--- src/rtl/karp_mem_pkg.sv ---
// Shared types and constants for the data-RAM arbiter.
package karp_mem_pkg;

    typedef enum logic [1:0] {
        IDLE   = 2'd0,
        ACCESS = 2'd1,
        WAIT   = 2'd2,
        DONE   = 2'd3
    } arb_state_t;

    localparam logic PORT_CPU    = 1'b0;
    localparam logic PORT_IO     = 1'b1;
    localparam int   RAM_LAT_MAX = 7;

endpackage

--- src/rtl/ram_arbiter_rr_pick2.sv ---
// Combinational two-way round-robin picker; lock_only restricts eligibility to the CPU port.
module rr_pick2
    import karp_mem_pkg::*;
(
    input  logic [1:0] req,
    input  logic       last,
    input  logic       lock_only,
    output logic       gnt_valid,
    output logic       gnt_id
);

    always_comb begin
        gnt_valid = 1'b0;
        gnt_id    = PORT_CPU;
        if (lock_only) begin
            gnt_valid = req[PORT_CPU];
            gnt_id    = PORT_CPU;
        end else if (req == 2'b11) begin
            // On a tie the port that was not served last goes first.
            gnt_valid = 1'b1;
            gnt_id    = ~last;
        end else if (req[PORT_IO]) begin
            gnt_valid = 1'b1;
            gnt_id    = PORT_IO;
        end else if (req[PORT_CPU]) begin
            gnt_valid = 1'b1;
            gnt_id    = PORT_CPU;
        end
    end

endmodule

--- src/rtl/ram_arbiter.sv ---
// Shares the single-port data RAM between the control unit (port 0) and the I/O loader (port 1).
// Each access runs IDLE -> ACCESS -> WAIT(RAM_LAT cycles) -> DONE; all outputs are registered.
module ram_arbiter
    import karp_mem_pkg::*;
#(
    parameter int ADDR_W  = 6,
    parameter int DATA_W  = 8,
    parameter int RAM_LAT = 1
) (
    input  logic              clk,
    input  logic              clr,
    input  logic [1:0]        req,
    input  logic [1:0]        we,
    input  logic [ADDR_W-1:0] addr0,
    input  logic [ADDR_W-1:0] addr1,
    input  logic [DATA_W-1:0] wdata0,
    input  logic [DATA_W-1:0] wdata1,
    input  logic              lock0,
    output logic [1:0]        ack,
    output logic [DATA_W-1:0] rdata,
    output logic              owner,
    output logic              busy,
    output logic              ram_en,
    output logic              ram_we,
    output logic [ADDR_W-1:0] ram_addr,
    output logic [DATA_W-1:0] ram_wdata,
    input  logic [DATA_W-1:0] ram_rdata,
    output arb_state_t        dbg_state
);

    // Handshake: req[i] rises and is held (with we/addr/wdata stable) until ack[i]
    // pulses for one cycle; the requester drops req at the edge ending that cycle.
    // Inputs are only sampled in IDLE, so changes mid-transaction are ignored.

    localparam int              LAT_W    = $clog2(RAM_LAT_MAX + 1);
    localparam logic [LAT_W-1:0] LAT_LAST = LAT_W'(RAM_LAT);

    arb_state_t        state, state_nxt;
    logic              rr_last, rr_last_nxt;
    logic              locked, locked_nxt;
    logic              acc_we, acc_we_nxt;
    logic [LAT_W-1:0]  lat_cnt, lat_cnt_nxt;
    logic [1:0]        ack_nxt;
    logic [DATA_W-1:0] rdata_nxt;
    logic              owner_nxt;
    logic              busy_nxt;
    logic              ram_en_nxt;
    logic              ram_we_nxt;
    logic [ADDR_W-1:0] ram_addr_nxt;
    logic [DATA_W-1:0] ram_wdata_nxt;

    logic              lock_only;
    logic              gnt_valid;
    logic              gnt_id;

    // lock0 low in an idle cycle releases the lock and arbitrates normally in that same cycle.
    assign lock_only = locked & lock0;
    assign dbg_state = state;

    rr_pick2 u_pick (
        .req       (req),
        .last      (rr_last),
        .lock_only (lock_only),
        .gnt_valid (gnt_valid),
        .gnt_id    (gnt_id)
    );

    always_comb begin
        state_nxt     = state;
        rr_last_nxt   = rr_last;
        locked_nxt    = locked;
        acc_we_nxt    = acc_we;
        lat_cnt_nxt   = lat_cnt;
        ack_nxt       = 2'b00;
        rdata_nxt     = rdata;
        owner_nxt     = owner;
        ram_en_nxt    = 1'b0;
        ram_we_nxt    = 1'b0;
        ram_addr_nxt  = ram_addr;
        ram_wdata_nxt = ram_wdata;

        unique case (state)
            IDLE: begin
                locked_nxt  = lock_only;
                lat_cnt_nxt = '0;
                if (gnt_valid) begin
                    state_nxt     = ACCESS;
                    owner_nxt     = gnt_id;
                    acc_we_nxt    = we[gnt_id];
                    ram_en_nxt    = 1'b1;
                    ram_we_nxt    = we[gnt_id];
                    ram_addr_nxt  = (gnt_id == PORT_IO) ? addr1 : addr0;
                    ram_wdata_nxt = (gnt_id == PORT_IO) ? wdata1 : wdata0;
                end
            end
            ACCESS: begin
                state_nxt   = WAIT;
                lat_cnt_nxt = LAT_W'(1);
            end
            WAIT: begin
                if (lat_cnt == LAT_LAST) begin
                    state_nxt      = DONE;
                    ack_nxt[owner] = 1'b1;
                    if (!acc_we) begin
                        rdata_nxt = ram_rdata;
                    end
                end else begin
                    lat_cnt_nxt = lat_cnt + 1'b1;
                end
            end
            DONE: begin
                state_nxt   = IDLE;
                rr_last_nxt = owner;
                locked_nxt  = (owner == PORT_CPU) & lock0;
                lat_cnt_nxt = '0;
            end
            default: begin
                state_nxt = IDLE;
            end
        endcase

        busy_nxt = (state_nxt != IDLE);
    end

    always_ff @(posedge clk or negedge clr) begin
        if (!clr) begin
            state     <= IDLE;
            rr_last   <= PORT_IO;
            locked    <= 1'b0;
            acc_we    <= 1'b0;
            lat_cnt   <= '0;
            ack       <= 2'b00;
            rdata     <= '0;
            owner     <= PORT_CPU;
            busy      <= 1'b0;
            ram_en    <= 1'b0;
            ram_we    <= 1'b0;
            ram_addr  <= '0;
            ram_wdata <= '0;
        end else begin
            state     <= state_nxt;
            rr_last   <= rr_last_nxt;
            locked    <= locked_nxt;
            acc_we    <= acc_we_nxt;
            lat_cnt   <= lat_cnt_nxt;
            ack       <= ack_nxt;
            rdata     <= rdata_nxt;
            owner     <= owner_nxt;
            busy      <= busy_nxt;
            ram_en    <= ram_en_nxt;
            ram_we    <= ram_we_nxt;
            ram_addr  <= ram_addr_nxt;
            ram_wdata <= ram_wdata_nxt;
        end
    end

endmodule
--- config.mk ---
export PLATFORM = sky130hd
export DESIGN_NAME = ram_arbiter
export DESIGN_NICKNAME = d
export VERILOG_FILES = /design/src/rtl/karp_mem_pkg.sv /design/src/rtl/ram_arbiter_rr_pick2.sv /design/src/rtl/ram_arbiter.sv
export SDC_FILE = /design/constraint.sdc
export NUM_CORES = 1
export LEC_CHECK = 0
export BUFFER_PORTS_ARGS = -buffer_cell sky130_fd_sc_hd__clkbuf_2
export CORE_ASPECT_RATIO = 1.2
export CORE_UTILIZATION = 40
export DETAILED_ROUTE_END_ITERATION = 6
export MAX_ROUTING_LAYER = met4
export PLACE_DENSITY_LB_ADDON = 0.3
export SYNTH_ARGS = -nofsm -noshare
export SYNTH_HDL_FRONTEND = slang
export SYNTH_SLANG_ARGS = --single-unit
--- constraint.sdc ---
create_clock -name clk -period 1.5 [get_ports clk]
set_input_delay 0.15 -clock clk [delete_from_list [all_inputs] [get_ports clk]]
set_output_delay 0.15 -clock clk [all_outputs]
set_load 0.03 [all_outputs]
Yosys cells after proc, flatten, opt, wreduce, memory -nomap -nowiden --
Index checks and enable logic that the tools add are counted.
Word-level totals: flip-flop bits (word level) 36, input port bits 43, output and inout bits 30, logic and storage cells 60
Cells by class: $add $sub $neg 1, $lt $le $gt $ge 3, equality and inequality tests 6, muxes and demuxes 25, bitwise logic cells 5, reduce and logical (&&, ||, !) cells 7
Operators by type and width (number):
- $mux 1 | 14
- $pmux 3 s3 | 1
- $mux 2 | 4
- $mux 8 | 1
- $pmux 2 s4 | 1
- $eq 2x2->1 const B | 3
- $mux 6 | 1
- $lt 1x2->1 const B | 2
- $reduce_bool 2->1 | 2
- $add 3x1->3 const B | 1
- $eq 3x1->1 const B | 1
- $mux 3 | 1
- $not 1->1 | 3
- $reduce_and 3->1 | 1
- $and 1x1->1 | 2
- $eq 2x1->1 const B | 1
- $logic_not 2->1 | 1
- $ne 2x2->1 const B | 1
- $pmux 1 s2 | 1
- $reduce_and 2->1 | 1
- $reduce_or 2->1 | 1
- $demux 1 s1 | 1
- $ge 1x1->1 const B | 1
- $logic_and 1x1->1 | 1

Longest topological paths before layout --
Gate-level depths: netlist of run 1.
word-level depth 7, depth in mapped cells 7

Hierarchy --
Synthesis of run 1 repeated with hierarchy kept, for this count alone.
Second synthesis, totals: cells, all modules 134, area total of the unflattened synthesis 1610.3 um2
Modules (own cells, without submodules):
- ram_arbiter | instances 1, cells an instance 131, area an instance 1581.5 um2
- rr_pick2 | instances 1, cells an instance 3, area an instance 28.8 um2

Worst setup path after synthesis of run 1 --
OpenSTA, ideal clock, no wires.
path kind register to register, start register state[0] (netlist: dbg_state[0]), end register rdata[0], arrival time 1.524 ns, path slack -0.149 ns, stages on the path, launching flop included 6, path buffers 1, path through dfrtp_1 -> inv_1 -> ha_1 -> and3b_1 -> buf_6 -> mux2_4
On the way: cells in the longest elaborated chain, start to end 2
Ends and longest elaborated chain:
- start, declared | line ram_arbiter.sv:38 | arb_state_t state, state_nxt;
- start signal, assigned | line ram_arbiter.sv:141 | state <= state_nxt;
- $eq 2x2->1 | line ram_arbiter.sv:82 | unique case (state)
- $reduce_and 3->1 (no source line)
- end signal, assigned | line ram_arbiter.sv:147 | rdata <= rdata_nxt;
- end, declared | line ram_arbiter.sv:20 | output logic [DATA_W-1:0] rdata,
No other way between the ends. A chain may end at the register's enable or synchronous reset.

Final worst setup path of run 1 --
start register lat_cnt[1], end register rdata[0]
On the way: cells in the longest elaborated chain, start to end 2
Ends and longest elaborated chain:
- start, declared | line ram_arbiter.sv:42 | logic [LAT_W-1:0] lat_cnt, lat_cnt_nxt;
- start signal, assigned | line ram_arbiter.sv:145 | lat_cnt <= lat_cnt_nxt;
- $eq 3x1->1 | line ram_arbiter.sv:101 | if (lat_cnt == LAT_LAST) begin
- $reduce_and 3->1 (no source line)
No other way between the ends.

==> summary.txt, run 1 <==
=========================================================================================
Post-route antenna net violation count                                                  0
Placed cell area                                                                 2310 µm²
Pwr Density                                                                   2160 nW/µm²
Time the final worst path needs with I/O delays and setup                         1.49 ns
Count of endpoints failing hold in the final timing report                              0
Initial detailed-routing violation count                                               60
Largest delay share family, worst path                                         flip-flops
R2r endpoint                                                                 rdata[0]$_DFFE_PN0P_
R2R setup slack                                                                   0.01 ns
Arrival time of the worst setup path                                              1.66 ns
Cell type with the largest total area after synthesis                        sky130_fd_sc_hd__dfrtp_1
Number of buffers created by CTS                                                        5
Synth Warn #                                                                            0
Number of cells on the worst hold path                                                  2
Final setup violation count                                                             0
Die Outline Area                                                                 4750 µm²
IO buf count                                                                           72
Final critical-path setup slack                                                0.00997 ns
Mapped cell area                                                                 1790 µm²
Source-to-sink clock delay at the later pin of the worst-skew pair                0.29 ns
Endpoint of the worst hold-timing path                                       rdata[1]$_DFFE_PN0P_
Total global routing track utilization                                              0.190
Area growth syn-to-layout                                                           34.6%
Number of rows in the core area                                                        26
Post-Place Worst Slack                                                        -0.00311 ns
CP max-delay cell                                                            sky130_fd_sc_hd__dfrtp_1
Number of buffer and inverter stages on the critical path                               2
Drt drc                                                                                 0
Number of antenna violations at the first check in global routing                       0
Number of H-tree branching levels                                                       2
Number of placed instances with taps included                                         288
Average wire per standard cell                                                    13.2 µm
Share of the cycle needed by the critical path after routing                        0.993
Area of combinational cells with multiple inputs                                  840 µm²
Area share of the largest cell type after synthesis                                 0.489
Static leakage power                                                              1.17 nW
Fin Clk Skew                                                                   0.00874 ns
Type of the worst setup path                                                      reg2reg
Critical Path, Cell by Cell                                                  inv_1 -> ha_2 -> nor2b_4 -> and3b_2 -> buf_12 -> mux2_4
Root Driver                                                                  sky130_fd_sc_hd__clkbuf_8
Clk sinks                                                                              36
Main synth FF type                                                           sky130_fd_sc_hd__dfrtp_1
Filler Cell Count                                                                     410
Width of the die                                                                  63.1 µm
Nature of the critical path startpoint                                           register
Initial DRT Pass Iterations                                                             4
Hold WS                                                                         0.0905 ns
Maximum number of pins on one net before global-route repair                           31
Total routed wirelength                                                           3930 µm
Required time of the critical path                                                1.67 ns
Final standard cell area without fillers                                         2410 µm²
Type of element capturing the critical path                                      register
Max Clock Freq                                                                    671 MHz
Transition time at the pin with the least slew margin                            0.597 ns
Via count of the first global-routing pass                                           1405
Net Count, Synth                                                                      204
CTS tree                                                                            built
Synthesized netlist cell count                                                        155
Sequential share of the synthesized area                                            0.503
Via-per-instance ratio                                                               5.06
Most frequent cell after synthesis                                           sky130_fd_sc_hd__dfrtp_1
Top post-synthesis cells by count                                            35 x sky130_fd_sc_hd__dfrtp_1, 16 x sky130_fd_sc_hd__a21oi_1, 16 x sky130_fd_sc_hd__nand3b_1
Path depth of the worst reg2reg path                                                    6
RSZ-0062 raised after global routing                                                 true
MaxCap Viol Count                                                                       0
Wire length of the first global-routing pass                                      6570 µm
Status                                                                          completed
CTS clock-pin slew for the worst setup and hold paths                             0.07 ns
Slew HR                                                                             0.602
Ports placed on the boundary                                                           73
Post-Layout Cell Count                                                                297
Synth cell types                                                                       35
Global-route congestion overflow total                                                  0
Hold Path Origin                                                             ram_rdata[1]
Layout cells sized above 1                                                          0.502
Overall via count from detail_route                                                  1503
Core area                                                                        4260 µm²
Proportion of register bits with asynchronous set or reset after synthesis           1.00
Worst Path Max Fanout                                                                   8
FF+latch count, synth                                                                  36
Buffer levels on the longest clock path                                                 2
Critical register-to-register path startpoint                                lat_cnt[1]$_DFFE_PN0P_
Initial Util                                                                        0.420
Classification of the worst-slack hold path                                        in2reg
Peak ir drop on the vdd network                                                    774 µV
Die Ht                                                                            75.3 µm
Storage cell area                                                                 905 µm²
Longest individual stage delay on the worst path                                  0.37 ns
DP Wirelength                                                                     2940 µm
Leading post-synthesis cells by cell area                                    sky130_fd_sc_hd__dfrtp_1 49%, sky130_fd_sc_hd__mux2_4 7.5%, sky130_fd_sc_hd__nand3b_1 6.7%
Number of enable-type register cells in the synthesized netlist                         0
Final Max Tran Viols                                                                    0
Number of antenna diodes                                                                0
Final weighted congestion in routability-driven placement                           0.790
Final net count                                                                       289
Post-synthesis average cell area                                                 11.6 µm²
=========================================================================================
==> report_power, final <==
group	internal, mW	leakage, nW	switching, mW
Sequential	1.43	0.423	0.263
Combinational	1.17	0.696	1.66
Clock	0.323	0.0479	0.357
==> layout by cell type (no fill, tap or decap), types with 2 or more instances in the layout <==
| cell type | netlist | final |
|---|---|---|
| sky130_fd_sc_hd__a21oi_1 | 16 | 16 |
| sky130_fd_sc_hd__a31oi_1 | 15 | 15 |
| sky130_fd_sc_hd__buf_4 | 0 | 13 |
| sky130_fd_sc_hd__clkbuf_2 | 0 | 72 |
| sky130_fd_sc_hd__clkbuf_8 | 0 | 5 |
| sky130_fd_sc_hd__clkinv_2 | 0 | 2 |
| sky130_fd_sc_hd__dfrtp_1 | 35 | 33 |
| sky130_fd_sc_hd__dfrtp_2 | 0 | 2 |
| sky130_fd_sc_hd__ha_1 | 6 | 3 |
| sky130_fd_sc_hd__ha_4 | 0 | 2 |
| sky130_fd_sc_hd__inv_1 | 4 | 2 |
| sky130_fd_sc_hd__inv_2 | 1 | 2 |
| sky130_fd_sc_hd__mux2_4 | 9 | 9 |
| sky130_fd_sc_hd__nand2_1 | 4 | 4 |
| sky130_fd_sc_hd__nand3b_1 | 16 | 16 |
| sky130_fd_sc_hd__nor2_1 | 3 | 3 |
| sky130_fd_sc_hd__nor3b_1 | 2 | 2 |
| sky130_fd_sc_hd__o21ai_0 | 13 | 13 |
| sky130_fd_sc_hd__o21ai_1 | 3 | 3 |
==> through the flow <==
step | total power [mW] | TNS, ns | utilization
2_1_floorplan | 3.70 | 0 | -
3_3_place_gp | 4.52 | 0 | 0.542
3_5_place_dp | 4.56 | -0.00547 | 0.542
4_1_cts | 5.27 | -0.000217 | 0.566
5_1_grt | 5.62 | -0.443 | 0.566
6_report | 5.21 | 0 | 0.566
==> state kept, by name, indices dropped and copies added (netlist names) <==
| name | flops |
|---|---|
| acc_we | 1 |
| ack | 2 |
| busy | 1 |
| dbg_state | 2 |
| lat_cnt | 3 |
| locked | 1 |
| owner | 1 |
| ram_addr | 6 |
| ram_en | 1 |
| ram_wdata | 8 |
| ram_we | 1 |
| rdata | 8 |
| rr_last | 1 |
==> repair_timing <==
item / in CTS / in global routing
hold buffers: 1 / 0
endpoints found under the hold margin: 21 / 0
gates cloned: 0 / 0
buffers inserted: 0 / 0
endpoints found under the setup margin: 8 / 10
resized for setup: 2 / 2
==> worst max path at each step <==
| stage | from | end | slack [ns] | cells past startpoint |
|---|---|---|---|---|
| finish | lat_cnt[1]$_DFFE_PN0P_ | rdata[0]$_DFFE_PN0P_ | 0.01 | 6 |
| global route | lat_cnt[1]$_DFFE_PN0P_ | rdata[2]$_DFFE_PN0P_ | -0.06 | 6 |
| CTS | lat_cnt[1]$_DFFE_PN0P_ | rdata[0]$_DFFE_PN0P_ | -0.0002 | 6 |
| detailed placement | lat_cnt[1]$_DFFE_PN0P_ | rdata[2]$_DFFE_PN0P_ | -0.003 | 6 |
| global placement | lat_cnt[1]$_DFFE_PN0P_ | rdata[2]$_DFFE_PN0P_ | 0.05 | 6 |
| floorplan | dbg_state[0]$_DFF_PN0_ | rdata[0]$_DFFE_PN0P_ | 0.005 | 5 |
==> cells by family (layout without fill, tap and decap cells) <==
| family | after synthesis | count (layout) | share of synthesized area |
|---|---|---|---|
| AND/OR/NAND/NOR | 34 | 34 | 0.141 |
| flip-flops | 36 | 36 | 0.503 |
| adder cells (fa/ha/maj) | 6 | 6 | 0.0419 |
| buffers and inverters | 14 | 100 | 0.0475 |
| AO/OA/AOI/OAI | 54 | 54 | 0.179 |
| multiplexers | 11 | 11 | 0.0873 |
==> routing by layer <==
metal | share of wire | wire (µm) | global-route usage
met1 | 0.40 | 1560 | 0.207
met4 | 0.023 | 91 | 0.114
met3 | 0.046 | 180 | 0.0479
met2 | 0.53 | 2100 | 0.318
met5 | 0 | 0 | -
==> final cells by class <==
| type | count | area share |
|---|---|---|
| clock buffers | 5 | 0.0285 |
| clock inverters | 3 | 0.00778 |
| inverters | 5 | 0.00882 |
| multi-input cells | 105 | 0.348 |
| flip-flops and latches | 36 | 0.375 |
| well taps | 56 | 0.0291 |
| repair buffers | 87 | 0.202 |
Note: power is estimated with default switching activity, not from simulation.
==> run 2: changes to the inputs <==
--- a/config.mk
+++ b/config.mk
@@ -6,7 +6,6 @@
 export NUM_CORES = 1
 export LEC_CHECK = 0
 export BUFFER_PORTS_ARGS = -buffer_cell sky130_fd_sc_hd__clkbuf_2
-export CORE_ASPECT_RATIO = 1.2
 export CORE_UTILIZATION = 40
 export DETAILED_ROUTE_END_ITERATION = 6
 export MAX_ROUTING_LAYER = met4
==> summary.txt, run 2 (same netlist as run 1, synthesis figures left out) <==
=================================================================================
Total routed wirelength                                                   4120 µm   +4.8%
CP Launch Point                                                      lat_cnt[1]$_DFFE_PN0P_
CTS tree                                                                    built
Static leakage power                                                      1.17 nW   +0.31%
Clk sinks                                                                      36   unchanged
Peak ir drop on the vdd network                                            960 µV   +24%
P_int                                                                     3.01 mW   +2.8%
Final critical-path setup slack                                        -0.0121 ns   -0.0220 ns
Source-to-sink clock delay at the later pin of the worst-skew pair        0.28 ns   about the same
Post-Layout Cell Count                                                        292   -1.7%
Termination of the worst setup path                                  rdata[7]$_DFFE_PN0P_
Clock network power share                                                   0.132   about the same
Switching share of power                                                    0.433   -0.00573
Core area                                                                4140 µm²   -2.8%
MaxCap Viol Count                                                               0   unchanged
Number of buffers created by CTS                                                5   unchanged
Nature of the critical path startpoint                                   register
Number of antenna diodes                                                        0   unchanged
Total chip power                                                          5.30 mW   +1.8%
RSZ-0062 raised after global routing                                         true
DP Wirelength                                                             3030 µm   +3.0%
Average wire per standard cell                                            14.1 µm   +6.6%
Die Outline Area                                                         4750 µm²   about the same
Number of antenna violations at the first check in global routing               0   unchanged
Fin util                                                                    0.582   +0.0167
Largest registers                                                    ram_wdata x8, rdata x8, ram_addr x6
Share of the cycle needed by the critical path after routing                 1.01   +0.0147
Path depth of the worst reg2reg path                                            6   unchanged
Area growth syn-to-layout                                                   34.7%
R2R setup slack                                                          -0.01 ns   -0.02 ns
Die Ht                                                                    68.9 µm   -8.5%
Switching power total                                                     2.29 mW   +0.44%
Final weighted congestion in routability-driven placement                   0.803   +1.6%
R2r endpoint                                                         rdata[7]$_DFFE_PN0P_
Hold Path Origin                                                     ram_rdata[3]
Required time of the critical path                                        1.66 ns   about the same
Number of H-tree branching levels                                               2   unchanged
Total global routing track utilization                                      0.186   -0.00434
Buffer levels on the longest clock path                                         2   unchanged
CTS clock-pin slew for the worst setup and hold paths                     0.06 ns   about the same
Leading cell type in the layout, fill and taps excluded              sky130_fd_sc_hd__clkbuf_2
Final net count                                                               290   +0.35%
Max Clock Freq                                                            661 MHz   -1.5%
Ports placed on the boundary                                                   73   unchanged
Fin Clk Skew                                                           0.00696 ns   -0.00178 ns
Final Max Tran Viols                                                            0   unchanged
Time the final worst path needs with I/O delays and setup                 1.51 ns   +0.0220 ns
Count of endpoints failing hold in the final timing report                      0   unchanged
Layout cells sized above 1                                                  0.492   -0.0103
Global-route congestion overflow total                                          0   unchanged
Maximum number of pins on one net before global-route repair                   23   -26%
Commonest cells after routing, fill and taps aside                   72 x sky130_fd_sc_hd__clkbuf_2, 33 x sky130_fd_sc_hd__dfrtp_1, 16 x sky130_fd_sc_hd__nand3b_1, 16 x sky130_fd_sc_hd__a21oi_1, 15 x sky130_fd_sc_hd__a31oi_1
Initial DRT Pass Iterations                                                     4   unchanged
Part of the power in combinational logic                                    0.546   +0.003
Overall via count from detail_route                                          1515   +0.80%
Via-per-instance ratio                                                       5.19   +2.5%
Initial detailed-routing violation count                                       76   +27%
Hold WS                                                                  0.101 ns   +0.0109 ns
Number of placed instances with taps included                                 282   -2.1%
Worst Path Max Fanout                                                           8   unchanged
Final standard cell area without fillers                                 2410 µm²   +0.10%
Filler Cell Count                                                             380   -7.3%
Critical register-to-register path startpoint                        lat_cnt[1]$_DFFE_PN0P_
Type of element capturing the critical path                              register
Width of the die                                                          68.9 µm   +9.2%
Type of the worst setup path                                              reg2reg
Slew HR                                                                     0.630   +0.0283
Number of rows in the core area                                                23   -12%
Initial Util                                                                0.432   +0.0119
Status                                                               finished, violations left
Post-route antenna net violation count                                          0   unchanged
Sequential fraction of design power                                         0.322   -0.004
Placed cell area                                                         2300 µm²   -0.33%
Arrival time of the worst setup path                                      1.68 ns   +0.02 ns
Violated checks                                                      negative setup slack
IO buf count                                                                   72   unchanged
Final setup violation count                                                     8   +8
Classification of the worst-slack hold path                                in2reg
Root Driver                                                          sky130_fd_sc_hd__clkbuf_8
Pwr Density                                                           2200 nW/µm²   +1.7%
Drt drc                                                                         0   unchanged
Wire length of the first global-routing pass                              6150 µm   -6.3%
Transition time at the pin with the least slew margin                    0.554 ns   -0.0425 ns
Via count of the first global-routing pass                                   1320   -6.0%
=================================================================================
[run 2: changes by cell type in the layout (fill, tap and decap cells not counted)]
cell,before,now
sky130_fd_sc_hd__a21boi_0,0,1
sky130_fd_sc_hd__inv_2,2,1
sky130_fd_sc_hd__a21boi_1,1,0
sky130_fd_sc_hd__clkinv_4,1,0
sky130_fd_sc_hd__buf_4,13,14
sky130_fd_sc_hd__clkinv_2,2,0
sky130_fd_sc_hd__clkbuf_8,5,6
sky130_fd_sc_hd__clkbuf_1,0,2
sky130_fd_sc_hd__inv_1,2,3
[run 2: critical path, cell delays in order, from the launching register on]
cell	delay (ns)
sky130_fd_sc_hd__dfrtp_1	0.38
sky130_fd_sc_hd__inv_1	0.06
sky130_fd_sc_hd__ha_2	0.17
sky130_fd_sc_hd__nor2b_4	0.14
sky130_fd_sc_hd__and3b_2	0.21
sky130_fd_sc_hd__buf_12	0.14
sky130_fd_sc_hd__mux2_4	0.30
[run 2: routing by layer]
layer | global-route usage | vias to the layer above | share of wire
met5 | - | - | 0
met4 | 0.0587 | 0 | 0.0090
met3 | 0.0609 | 5 | 0.060
met2 | 0.277 | 49 | 0.48
met1 | 0.238 | 722 | 0.46
li1 | - | 739 | -
[run 2: worst min-delay path by stage]
stage,endpoint,slack (ns),cells after the start
final,rdata[3]$_DFFE_PN0P_,0.10,2
after global routing,rdata[3]$_DFFE_PN0P_,0.09,2
after CTS,rdata[5]$_DFFE_PN0P_,0.09,2
after detailed placement,ack[1]$_DFF_PN0_,0.17,1
after global placement,ack[0]$_DFF_PN0_,0.16,1
after floorplan,acc_we$_DFFE_PN0P_,-0.15,0
[run 2: area by class of cell]
cell class	count	area, µm²	area share
repair buffers	88	495	0.205
inverters	5	21.3	0.00881
well taps	50	62.6	0.0259
clock buffers	8	90.1	0.0373
multi-input cells	105	840	0.348
flip-flops and latches	36	905	0.375
[run 2: timing repair]
item,4_1_cts,5_1_grt
setup buffers,1,0
pin swaps,1,1
endpoints found under the hold margin,20,0
setup endpoints to repair,8,8
resized for setup,2,0
hold buffers,1,0
[run 2: power by group through the flow]
stage	Sequential, mW	Combinational, mW	Clock [mW]
after floorplan	2.47	1.23	0
after global placement	1.72	2.81	0
after detailed placement	1.71	2.87	0
after CTS	1.71	2.91	0.718
after global routing	1.76	3.13	0.769
final	1.71	2.89	0.701
[run 2: stage by stage]
step	setup TNS (ns)	worst slack [ns]
3_5_place_dp	-0.0726	-0.0172
5_1_grt	-0.406	-0.0601
3_3_place_gp	0	0.0579
6_report	-0.0525	-0.0121
2_1_floorplan	0	0.00545
4_1_cts	-0.0666	-0.0156
